$ cat src/rtl/jtag_pkg.sv
// JTAG master shared types.
// TAP state encoding, opcodes and master FSM states.
package jtag_pkg;

  typedef enum logic [3:0] {
    EXIT2_DR         = 4'h0,
    EXIT1_DR         = 4'h1,
    SHIFT_DR         = 4'h2,
    PAUSE_DR         = 4'h3,
    SELECT_IR_SCAN   = 4'h4,
    UPDATE_DR        = 4'h5,
    CAPTURE_DR       = 4'h6,
    SELECT_DR_SCAN   = 4'h7,
    EXIT2_IR         = 4'h8,
    EXIT1_IR         = 4'h9,
    SHIFT_IR         = 4'hA,
    PAUSE_IR         = 4'hB,
    RUN_TEST_IDLE    = 4'hC,
    UPDATE_IR        = 4'hD,
    CAPTURE_IR       = 4'hE,
    TEST_LOGIC_RESET = 4'hF
  } tap_state_e;

  localparam logic [1:0] OP_RESET    = 2'd0;
  localparam logic [1:0] OP_SHIFT_IR = 2'd1;
  localparam logic [1:0] OP_SHIFT_DR = 2'd2;
  localparam logic [1:0] OP_RSVD     = 2'd3;

  typedef enum logic [2:0] {
    M_INIT,
    M_IDLE,
    M_HDR,
    M_SHIFT,
    M_TAIL,
    M_RSP
  } mstate_e;

  // Header TMS patterns, bit 0 goes out first.
  localparam logic [5:0] SEQ_RESET = 6'b011111;
  localparam logic [5:0] SEQ_IR    = 6'b000011;
  localparam logic [5:0] SEQ_DR    = 6'b000001;

endpackage

$ cat src/rtl/jtag_tap_tracker.sv
// IEEE 1149.1 TAP controller state tracker.
// Advances one state per enabled clock from the TMS value.
module jtag_tap_tracker
  import jtag_pkg::*;
(
  input  logic       clk,
  input  logic       rst,
  input  logic       en,
  input  logic       tms,
  output tap_state_e state
);

  tap_state_e nxt;

  // Next state from the 16-state TAP graph.
  always_comb begin
    nxt = state;
    case (state)
      TEST_LOGIC_RESET: nxt = tms ? TEST_LOGIC_RESET : RUN_TEST_IDLE;
      RUN_TEST_IDLE:    nxt = tms ? SELECT_DR_SCAN : RUN_TEST_IDLE;
      SELECT_DR_SCAN:   nxt = tms ? SELECT_IR_SCAN : CAPTURE_DR;
      CAPTURE_DR:       nxt = tms ? EXIT1_DR : SHIFT_DR;
      SHIFT_DR:         nxt = tms ? EXIT1_DR : SHIFT_DR;
      EXIT1_DR:         nxt = tms ? UPDATE_DR : PAUSE_DR;
      PAUSE_DR:         nxt = tms ? EXIT2_DR : PAUSE_DR;
      EXIT2_DR:         nxt = tms ? UPDATE_DR : SHIFT_DR;
      UPDATE_DR:        nxt = tms ? SELECT_DR_SCAN : RUN_TEST_IDLE;
      SELECT_IR_SCAN:   nxt = tms ? TEST_LOGIC_RESET : CAPTURE_IR;
      CAPTURE_IR:       nxt = tms ? EXIT1_IR : SHIFT_IR;
      SHIFT_IR:         nxt = tms ? EXIT1_IR : SHIFT_IR;
      EXIT1_IR:         nxt = tms ? UPDATE_IR : PAUSE_IR;
      PAUSE_IR:         nxt = tms ? EXIT2_IR : PAUSE_IR;
      EXIT2_IR:         nxt = tms ? UPDATE_IR : SHIFT_IR;
      UPDATE_IR:        nxt = tms ? SELECT_DR_SCAN : RUN_TEST_IDLE;
      default:          nxt = TEST_LOGIC_RESET;
    endcase
  end

  // State register, moves only on a TCK rise.
  always_ff @(posedge clk or posedge rst) begin
    if (rst) state <= TEST_LOGIC_RESET;
    else if (en) state <= nxt;
  end

endmodule

$ cat src/rtl/jtag_master.sv
// JTAG master: command-driven IR/DR scans.
// Two CLK cycles per TCK bit, TAP state mirrored locally.
module jtag_master
  import jtag_pkg::*;
#(
  parameter int REGISTER_SIZE = 32,
  parameter int IR_SIZE       = 4,
  parameter int STATE_SIZE    = 4
) (
  input  logic                          CLK,
  input  logic                          RST,
  input  logic                          CMD_VALID,
  output logic                          CMD_READY,
  input  logic [1:0]                    CMD_OP,
  input  logic [$clog2(REGISTER_SIZE):0] CMD_LEN,
  input  logic [REGISTER_SIZE-1:0]      CMD_DATA,
  output logic                          RSP_VALID,
  output logic [REGISTER_SIZE-1:0]      RSP_DATA,
  output logic                          TCK,
  output logic                          TMS,
  output logic                          TDI,
  input  logic                          TDO,
  output logic [STATE_SIZE-1:0]         TAP_STATE
);

  localparam int IW = $clog2(REGISTER_SIZE);
  localparam int LW = IW + 1;
  localparam logic [LW-1:0] RS = LW'(REGISTER_SIZE);

  mstate_e                st;
  logic                   ph;
  logic [5:0]             seq;
  logic [2:0]             cnt;
  logic [1:0]             op;
  logic [IW-1:0]          idx;
  logic [IW-1:0]          last;
  logic [IW-1:0]          nidx;
  logic [REGISTER_SIZE-1:0] dat;
  logic [REGISTER_SIZE-1:0] cap;
  logic [REGISTER_SIZE-1:0] rd_q;
  logic                   tck_q;
  logic                   tms_q;
  logic                   tdi_q;
  logic                   rdy_q;
  logic                   rv_q;
  logic                   busy;
  logic [LW-1:0]          lenm1;
  logic [IW-1:0]          dr_last;
  tap_state_e             tap;

  // Effective last DR bit index, clamped to the register size.
  always_comb begin
    lenm1   = CMD_LEN - LW'(1);
    dr_last = lenm1[IW-1:0];
    if (CMD_LEN == '0 || CMD_LEN > RS) dr_last = IW'(REGISTER_SIZE - 1);
  end

  assign busy = (st == M_INIT) || (st == M_HDR) ||
                (st == M_SHIFT) || (st == M_TAIL);
  assign nidx = idx + IW'(1);

  // Master sequencer: header, data bits, tail, response.
  always_ff @(posedge CLK or posedge RST) begin
    if (RST) begin
      st    <= M_INIT;
      ph    <= 1'b0;
      seq   <= SEQ_RESET;
      cnt   <= 3'd6;
      op    <= OP_RESET;
      idx   <= '0;
      last  <= '0;
      dat   <= '0;
      cap   <= '0;
      rd_q  <= '0;
      tck_q <= 1'b0;
      tms_q <= 1'b1;
      tdi_q <= 1'b0;
      rdy_q <= 1'b0;
      rv_q  <= 1'b0;
    end else begin
      rv_q <= 1'b0;
      case (st)
        M_IDLE: begin
          if (CMD_VALID) begin
            rdy_q <= 1'b0;
            op    <= CMD_OP;
            dat   <= CMD_DATA;
            cap   <= '0;
            idx   <= '0;
            last  <= (CMD_OP == OP_SHIFT_IR) ?
                     IW'(IR_SIZE - 1) : dr_last;
            tdi_q <= 1'b0;
            case (CMD_OP)
              OP_RESET: begin
                seq <= SEQ_RESET; cnt <= 3'd6;
                tms_q <= 1'b1; st <= M_HDR;
              end
              OP_SHIFT_IR: begin
                seq <= SEQ_IR; cnt <= 3'd4;
                tms_q <= 1'b1; st <= M_HDR;
              end
              OP_SHIFT_DR: begin
                seq <= SEQ_DR; cnt <= 3'd3;
                tms_q <= 1'b1; st <= M_HDR;
              end
              default: begin
                rv_q <= 1'b1;
                st   <= M_RSP;
              end
            endcase
          end
        end
        M_RSP: begin
          rdy_q <= 1'b1;
          st    <= M_IDLE;
        end
        default: begin
          if (!ph) begin
            ph    <= 1'b1;
            tck_q <= 1'b1;
            if (st == M_SHIFT) cap[idx] <= TDO;
          end else begin
            ph    <= 1'b0;
            tck_q <= 1'b0;
            case (st)
              M_INIT, M_HDR: begin
                if (cnt != 3'd1) begin
                  cnt   <= cnt - 3'd1;
                  seq   <= {1'b0, seq[5:1]};
                  tms_q <= seq[1];
                end else if (st == M_INIT) begin
                  st    <= M_IDLE;
                  rdy_q <= 1'b1;
                  tms_q <= 1'b0;
                end else if (op == OP_RESET) begin
                  st    <= M_RSP;
                  rv_q  <= 1'b1;
                  rd_q  <= '0;
                  tms_q <= 1'b0;
                end else begin
                  st    <= M_SHIFT;
                  tms_q <= (last == '0);
                  tdi_q <= dat[0];
                end
              end
              M_SHIFT: begin
                if (idx == last) begin
                  st    <= M_TAIL;
                  cnt   <= 3'd2;
                  tms_q <= 1'b1;
                  tdi_q <= 1'b0;
                end else begin
                  idx   <= nidx;
                  tms_q <= (nidx == last);
                  tdi_q <= dat[nidx];
                end
              end
              M_TAIL: begin
                if (cnt == 3'd2) begin
                  cnt   <= 3'd1;
                  tms_q <= 1'b0;
                end else begin
                  st   <= M_RSP;
                  rv_q <= 1'b1;
                  rd_q <= cap;
                end
              end
              default: st <= M_INIT;
            endcase
          end
        end
      endcase
    end
  end

  jtag_tap_tracker u_tap (
    .clk   (CLK),
    .rst   (RST),
    .en    (busy & ~ph),
    .tms   (tms_q),
    .state (tap)
  );

  assign CMD_READY = rdy_q;
  assign RSP_VALID = rv_q;
  assign RSP_DATA  = rd_q;
  assign TCK       = tck_q;
  assign TMS       = tms_q;
  assign TDI       = tdi_q;
  assign TAP_STATE = STATE_SIZE'(tap);

endmodule

$ cat config.mk
export PLATFORM = sky130hd
export DESIGN_NAME = jtag_master
export DESIGN_NICKNAME = d
export VERILOG_FILES = /design/src/rtl/jtag_pkg.sv /design/src/rtl/jtag_tap_tracker.sv /design/src/rtl/jtag_master.sv
export SDC_FILE = /design/constraint.sdc
export NUM_CORES = 1
export LEC_CHECK = 0
export ABC_CLOCK_PERIOD_IN_PS = 5500
export CAP_MARGIN = 20
export CORE_AREA = 3 3 113 115
export CTS_BUF_LIST = sky130_fd_sc_hd__clkbuf_16
export DETAILED_ROUTE_END_ITERATION = 12
export DIE_AREA = 0 0 116 118
export PLACE_DENSITY = 0.82
export SYNTH_ARGS = -nofsm -noshare
export SYNTH_HDL_FRONTEND = slang
export SYNTH_SLANG_ARGS = --single-unit
export TNS_END_PERCENT = 50
$ cat constraint.sdc
create_clock -name CLK -period 5.5 [get_ports CLK]
set_clock_uncertainty 0.05 [all_clocks]
set_input_delay 0.55 -clock CLK [delete_from_list [all_inputs] [get_ports CLK]]
set_output_delay 0.55 -clock CLK [all_outputs]
set_load 0.02 [all_outputs]
==> results.txt, run 1 <==
Global routing used 23.68% of the available tracks across all layers. In the post-synthesis netlist, the cell with the most instances is nand2_1. After synthesis, the cell types taking the most area are dfrtp_1 (45%), o21ai_0 (8.4%), nand2_1 (7.2%), dfstp_2 (4.5%), a21oi_1 (4.0%). The post-detailed-placement half-perimeter wirelength is about 11,000 um. The largest buffer count on any clock path is 2. The Yosys step of the flow raised 0 warnings. The transition time at the pin with the least slew margin came out at 0.9591 ns.

The H-tree generated during clock tree synthesis spans 4 levels. The average vias per placed instance is 5.820. In the synthesized netlist, the number of instances is 717. For this run, the register share of the synthesized area comes to between 40% and 50%. The worst hold path belongs to the class reg -> reg. Counting instances in the post-synthesis netlist gives the leading cell types as nand2_1 (123), dfrtp_1 (116), o21ai_0 (108). In this run the most critical hold path is launched from seq[4]$_DFFE_PP1P_. The hold violation total from the final report is 0.

The critical path in this run is classified as reg -> reg. The largest driver fanout on the critical path is 15. Power spread over the standard cell area amounts to 478.7 mW/mm^2. The area share of the leading cell type in the synthesized netlist came out at 44.97%. The die span in y is 118 um. The max-slew violation count came out at 0. In this run the tightest slew margin relative to its limit is 36.06%. In this run the worst setup path begins at idx[0]$_DFFE_PP0P_.

The static leakage is 3.407 nW. The DRC violation total after the first TritonRoute iteration is 510. STA classifies the critical path endpoint as a flip-flop. The most area-hungry cell type in the Yosys netlist is dfrtp_1. The quantity of hold-fixing buffers added after cts came out at 0. Setup repair after global routing left no endpoint under its margin.

The global route total overflow is 0. The main flop type after synthesis is dfrtp_1. The TritonCTS sink count is 127. The routed wire length came out at 15,480 um.

The final-report setup violation count is 0. The synthesized area per cell came out at between 9 and 10 sq um. The die area came out at 0.01369 sq mm. The synthesized netlist occupies a cell area of 0.006455 sq mm.

Dividing the detail-routed wire length by the instance count gives 16.47 um. The number of global-route vias before repair came out at approximately 5,400. The number of violations of the max-capacitance limit came out at 0. The antenna diode count came out at 0. The number of design rule violations left after detail routing is 0.

The number of buffers added on ports is 84. STA puts the critical path data required time at ~5.7 ns. The die outline width is 116 um. The clock slew seen by the registers of the worst setup and hold paths is 0.06 ns. During I/O placement, the number of pins put on the boundary was 85. The area growth from synthesis to layout is 22.12%. The final clock period utilization by the worst path came out at around half. The number of antenna violations at the first check in global routing came to 0. The count of state elements after synthesis is ~130. The total CTS buffers came out at 17. The tree is rooted in a clkbuf_16. In this run the post-CTS setup repair buffer count came out at 0. The highest clock rate is 0.3658 GHz. The flow ran to the end, and the final reports show no timing, DRC or antenna violations. The clock reaches the later pin of the worst-skew pair after 0.41 ns. The number of fill cells is a little under 1,000.

The accumulated negative setup slack came out at 0 ns. The CTS tree is built. The nature of the critical path startpoint is a flip-flop. The floorplan has 40 rows.

The first detailed-routing pass took 5 iterations. The fraction of the core area covered by cells at the end of the flow is 66.18%. The area of the core region is 0.01191 sq mm. Gates resized during post-CTS repair numbered 0. The count of flip-flops with a built-in enable after synthesis is 0. The count of unique library cells instantiated by Yosys is slightly below 60.

The maximum VDD drop is 0.2113 mV. In this run the remaining antenna-violating nets after routing total 0. For this block, the via count after detailed routing is ~5,500. The pin count of the biggest net entering global routing came out at 79. After the last flow step, the layout net total stands at roughly 840. The endpoint arrival time on the critical path came out at 2.97 ns.

The minimum clock period after layout is approximately 2.7 ns. The share of synthesized registers carrying an async set or reset is 100.0%. The initial cell density of the core came out at 54.19%.

The startpoint identified for the worst register-to-register timing path is idx[0]$_DFFE_PP0P_. The congestion estimate from routability-driven global placement came to 0.8906. The wire length of the first global-routing pass is 26,030 um. The net count after synthesis came out at ~780. The fraction of layout cells with a size suffix above 1 is 9.206%.
registers in the layout (all words and copies together) (netlist names), 2 cells and up:
signal	flops
seq	4
cnt	3
RSP_DATA	32
dat	32
idx	5
last	5
u_tap.state	4
st	3
cap	32
op	2
where the power goes:
part           internal (W)  total, W  leakage [nW]  switching [W]
registers           0.00118   0.00144          1.66       0.000252
clock network      0.000608   0.00101         0.262       0.000402
logic              0.000581   0.00133          1.49       0.000747
total               0.00237   0.00377          3.41        0.00140
path summary, 6_finish.rpt:
| check | endpoint | slack, ns | depth (start not counted) |
|---|---|---|---|
| max in group asynchronous | cap[8]$_DFFE_PP0P_ | 3.60 | 3 |
| worst min-delay path | seq[4]$_DFFE_PP1P_ | 0.42 | 2 |
| min in group asynchronous | dat[27]$_DFFE_PP0P_ | 0.65 | 2 |
| worst max register to register | TDI$_DFFE_PP0P_ | 2.77 | 6 |
| worst min register to register | seq[4]$_DFFE_PP1P_ | 0.42 | 2 |
| worst max-delay path | TDI$_DFFE_PP0P_ | 2.77 | 6 |
cells in the final DEF (no fill, tap or decap), types with 7 or more instances in the layout:
master and count:
nor2b_1 9, clkinv_2 7, clkdlybuf4s50_1 84, o21ai_0 108
nor2_1 35, xor2_1 10, a21oi_1 51, dfstp_2 11
mux4_2 8, dfrtp_1 116, ha_1 14, nand2_1 123
inv_1 48, clkbuf_16 17, nand3_1 44
routing by layer:
layer  vias to the layer above  GRT usage, %  wire [um]  share of wire [%]
met5                         -             0          0                  0
met4                         0         9.790        338                2.2
met3                        33         5.296        929                6.0
met2                       224         36.83       7471                 48
met1                      2637         31.97       6740                 44
li1                       2577             -          -                  -
critical path: stages (launching register included):
cell and delay [ns]:
dfrtp_1 0.71, inv_1 0.21, ha_1 0.68, mux4_2 0.58, mux2i_1 0.16, o21a_1 0.14, o41ai_1 0.07
cell families (layout without fill, tap and decap cells):
kind of cell / after synthesis / after routing / share of synthesized area, %
xor gates and xnor gates: 17 / 17 / 2.539
muxes: 20 / 20 / 4.826
DFF: 127 / 127 / 49.45
and+or+nand+nor: 244 / 244 / 16.88
AOI/OAI and AO/OA: 200 / 200 / 17.37
adders and majority gates: 14 / 14 / 2.714
buffers and inverters: 95 / 171 / 6.222
metrics by stage:
stage          setup WS, ns  cell area, sq um  instances  hold slack [ns]  power, W
2_1_floorplan         1.534              6455        717           0.3903  0.002376
3_3_place_gp          2.824              7338        908           0.4015  0.002699
3_5_place_dp          2.772              7353        909           0.4097  0.002755
4_1_cts               2.747              7883        940           0.4221  0.003774
5_1_grt               2.518              7883        940           0.4522  0.004016
6_report              2.766              7883        940           0.4203  0.003774
layout make-up:
| type | instances | area [sq um] | area share [%] |
|---|---|---|---|
| inverter | 49 | 186.4 | 2.365 |
| clock inverter | 14 | 103.9 | 1.317 |
| tap | 147 | 183.9 | 2.333 |
| timing repair buffer | 91 | 900.9 | 11.43 |
| multi-input combinational | 495 | 2890 | 36.67 |
| clock buffer | 17 | 425.4 | 5.397 |
| sequential | 127 | 3192 | 40.49 |
No activity file was read; power rests on OpenSTA's default activity.
==> run 2: changes to the inputs <==
- ABC_CLOCK_PERIOD_IN_PS: 5500 -> 2690
- clock period: 5.5 -> 2.69 ns (I/O delays scaled with it)
==> results.txt, run 2 (synthesized netlist as in run 1, its figures left out) <==
The final-report setup violation count came out at 0 (unchanged). The number of antenna violations at the first check in global routing came out at 0 (unchanged). The placement row count came out at 40 (unchanged). The hold violation total from the final report is 0 (unchanged). The quantity of hold-fixing buffers added after cts was 0 (unchanged).

The clock insertion delay at the later pin of the skew report came out at 0.42 ns (about the same). The post-CTS setup buffer count came out at 0 (unchanged). The die outline width came to 116 um (unchanged). The largest buffer count on any clock path is 2 (unchanged). The pin count of the biggest net entering global routing was 65 (-18%).

The initial cell density of the core came out at 54.19% (unchanged). The number of cells upsized or downsized after cts came out at 0 (unchanged). The transition time at the pin with the least slew margin is 0.7598 ns (-0.1993 ns). The minimum clock period after layout came to 2.422 ns (-0.3116 ns). Among all stages on the critical path, the largest delay is contributed by dfrtp_1. The area occupied by multi-input gates is 0.002890 sq mm (unchanged).

The total routing resource utilization after global routing was 23.96% (+0.28 points). The total CTS buffers is 17 (unchanged). In the layout the commonest cells are nand2_1 (123), dfrtp_1 (116), o21ai_0 (108).

The origin of the critical flop-to-flop path is idx[0]$_DFFE_PP0P_. In this run the clock root is driven by a clkbuf_16. The kind of path behind the tightest hold check is in -> async. The number of cells on the worst reg-to-reg path came out at 8 (+2). The post-detailed-placement half-perimeter wirelength is 10,690 um (+1.5%). The worst max-slew margin expressed relative to the limit is 49.01% (+13 points). The final instance area came out at 0.008043 sq mm (+2.0%). The library cell used most frequently in the layout, excluding fill and tap cells, is nand2_1. The worst setup path is of the reg -> reg kind. Setup repair after global routing left no endpoint under its margin. STA classifies the critical path startpoint as a flip-flop.

The die area came out at 0.01369 sq mm (unchanged). The instance count after placement with tap cells included came to 921 (+1.3%). The number of fill cells came to 942 (-2.7%). The DRC violation total after the first TritonRoute iteration came out at 506 (-0.78%). The wire length of the first global-routing pass is 26,590 um (+2.2%). The antenna diode count came out at 0 (unchanged).

The area of the core region was 0.01191 sq mm (unchanged). The maximum level of the CTS H-tree came to 4 (unchanged). The routed wire length is 15,560 um (+0.53%). The area after detailed placement came to 0.007475 sq mm (+1.7%). The count of pins on the block boundary came out at 85 (unchanged). The sort of element at the end of the critical path is a flip-flop. The routability congestion estimate is 0.9003 (+1.1%). Tracing the worst setup path back leads to its startpoint at idx[0]$_DFFE_PP0P_. The final clock period utilization by the worst path came out at 90.05% (+40 points). The clock slew seen by the registers of the worst setup and hold paths is 0.06 ns (about the same). The required time at the endpoint of the critical path is 2.93 ns (-2.81 ns). The number of buffers added on ports is 84 (unchanged).

The die span in y came to 118 um (unchanged). The delay of the slowest cell on the worst path came out at 0.58 ns (-0.13 ns). The static leakage is 3.481 nW (+2.2%).

The number of violations of the max-capacitance limit was 0 (unchanged). The area growth from synthesis to final layout came out at 24.60%. The maximum VDD drop is 0.4741 mV (+120%). The fraction of layout cells with a size suffix above 1 is 10.43% (+1.2 points). The signal on the critical path passes through inv_1, ha_1, buf_4, mux4_2, mux2i_1, nand3b_1, nand2_1, o41ai_1.

The final-stage net count is 851 (+1.4%). TritonCTS built the clock tree. The accumulated negative setup slack is 0 ns (unchanged). The sequential cell area is 0.003192 sq mm (unchanged).

The global route total overflow came to 0 (unchanged). The average vias per placed instance came out at 5.813 (-0.12%). The max-slew violation count came out at 0 (unchanged). The flow ran to the end, and the final reports show no timing, DRC or antenna violations. The number of standard cells in the layout, taps in and fillers out came out at 952 (+1.3%).

The number of search-and-repair iterations in the first detailed-routing pass came out at 6 (+1). The largest driver fanout on the critical path came out at 10 (-5). The total number of vias is 5,534 (+1.2%). The post-detailed-route count of antenna-violating nets came out at 0 (unchanged). The number of global-route vias before repair came to 5,582 (+4.1%). The total power consumption of the routed design came out at 0.007964 W (+110%).

The TritonCTS sink count is 127 (unchanged). The highest clock rate is 0.4128 GHz (+13%). The number of design rule violations left after detail routing is 0 (unchanged). The endpoint arrival time on the critical path came to 2.66 ns (-0.31 ns). The power density normalized to cell area came to 990.3 mW/mm^2 (+110%). The average routed wire per standard cell is 16.35 um (-0.74%).
-- run 2: cell types whose count changed in the layout (fill, tap and decap cells not counted), moves of 2 or more --
cell	previous run	this run
buf_4	6	16
clkinv_2	7	1
buf_12	0	3
inv_6	0	3
clkinv_1	2	4
-- run 2: critical path, delay by kind of cell (launching register included) --
family / cells / cell delay, ns
AO/OA/AOI/OAI: 1 / 0.06
adder cells (fa/ha/maj): 1 / 0.31
buffers and inverters: 2 / 0.38
flip-flops: 1 / 0.58
multiplexers: 2 / 0.73
AND/OR/NAND/NOR: 2 / 0.18
-- run 2: metal layers --
metal  global-route usage [%]  part of all wire, %
met5                        0                    0
met4                    9.282                  2.4
met3                    4.987                  5.9
met2                    37.19                   48
met1                    32.96                   44
-- run 2: final timing paths --
kind | to | slack (ns)
min in group CLK | dat[10]$_DFFE_PP0P_ | 0.33
max | TDI$_DFFE_PP0P_ | 0.27
min | dat[25]$_DFFE_PP0P_ | 0.25
max reg2reg | TDI$_DFFE_PP0P_ | 0.27
min reg2reg | dat[2]$_DFFE_PP0P_ | 0.42
max in group asynchronous | cnt[2]$_DFFE_PP1P_ | 1.65
-- run 2: through the flow --
step / utilization, % / worst slack, ns / hold WS, ns
floorplan: - / 0.4051 / 0.3151
global placement: 62.75 / 0.1827 / 0.4028
detailed placement: 62.75 / 0.1590 / 0.4089
CTS: 67.52 / 0.2503 / 0.2574
global route: 67.52 / 0.1095 / 0.2980
finish: 67.52 / 0.2676 / 0.2468
-- run 2: power breakdown --
part	internal (W)	switching [W]	total (W)
sequential	0.00242	0.000465	0.00289
combinational	0.00126	0.00159	0.00284
clock	0.00136	0.000878	0.00223
-- run 2: final cells by class --
class	instances	share of cell area [%]
clock buffers	17	5.289
repair buffers	103	12.69
multi-input cells	495	35.94
well taps	147	2.287
clock inverters	14	1.773
flip-flops and latches	127	39.69
inverters	49	2.334
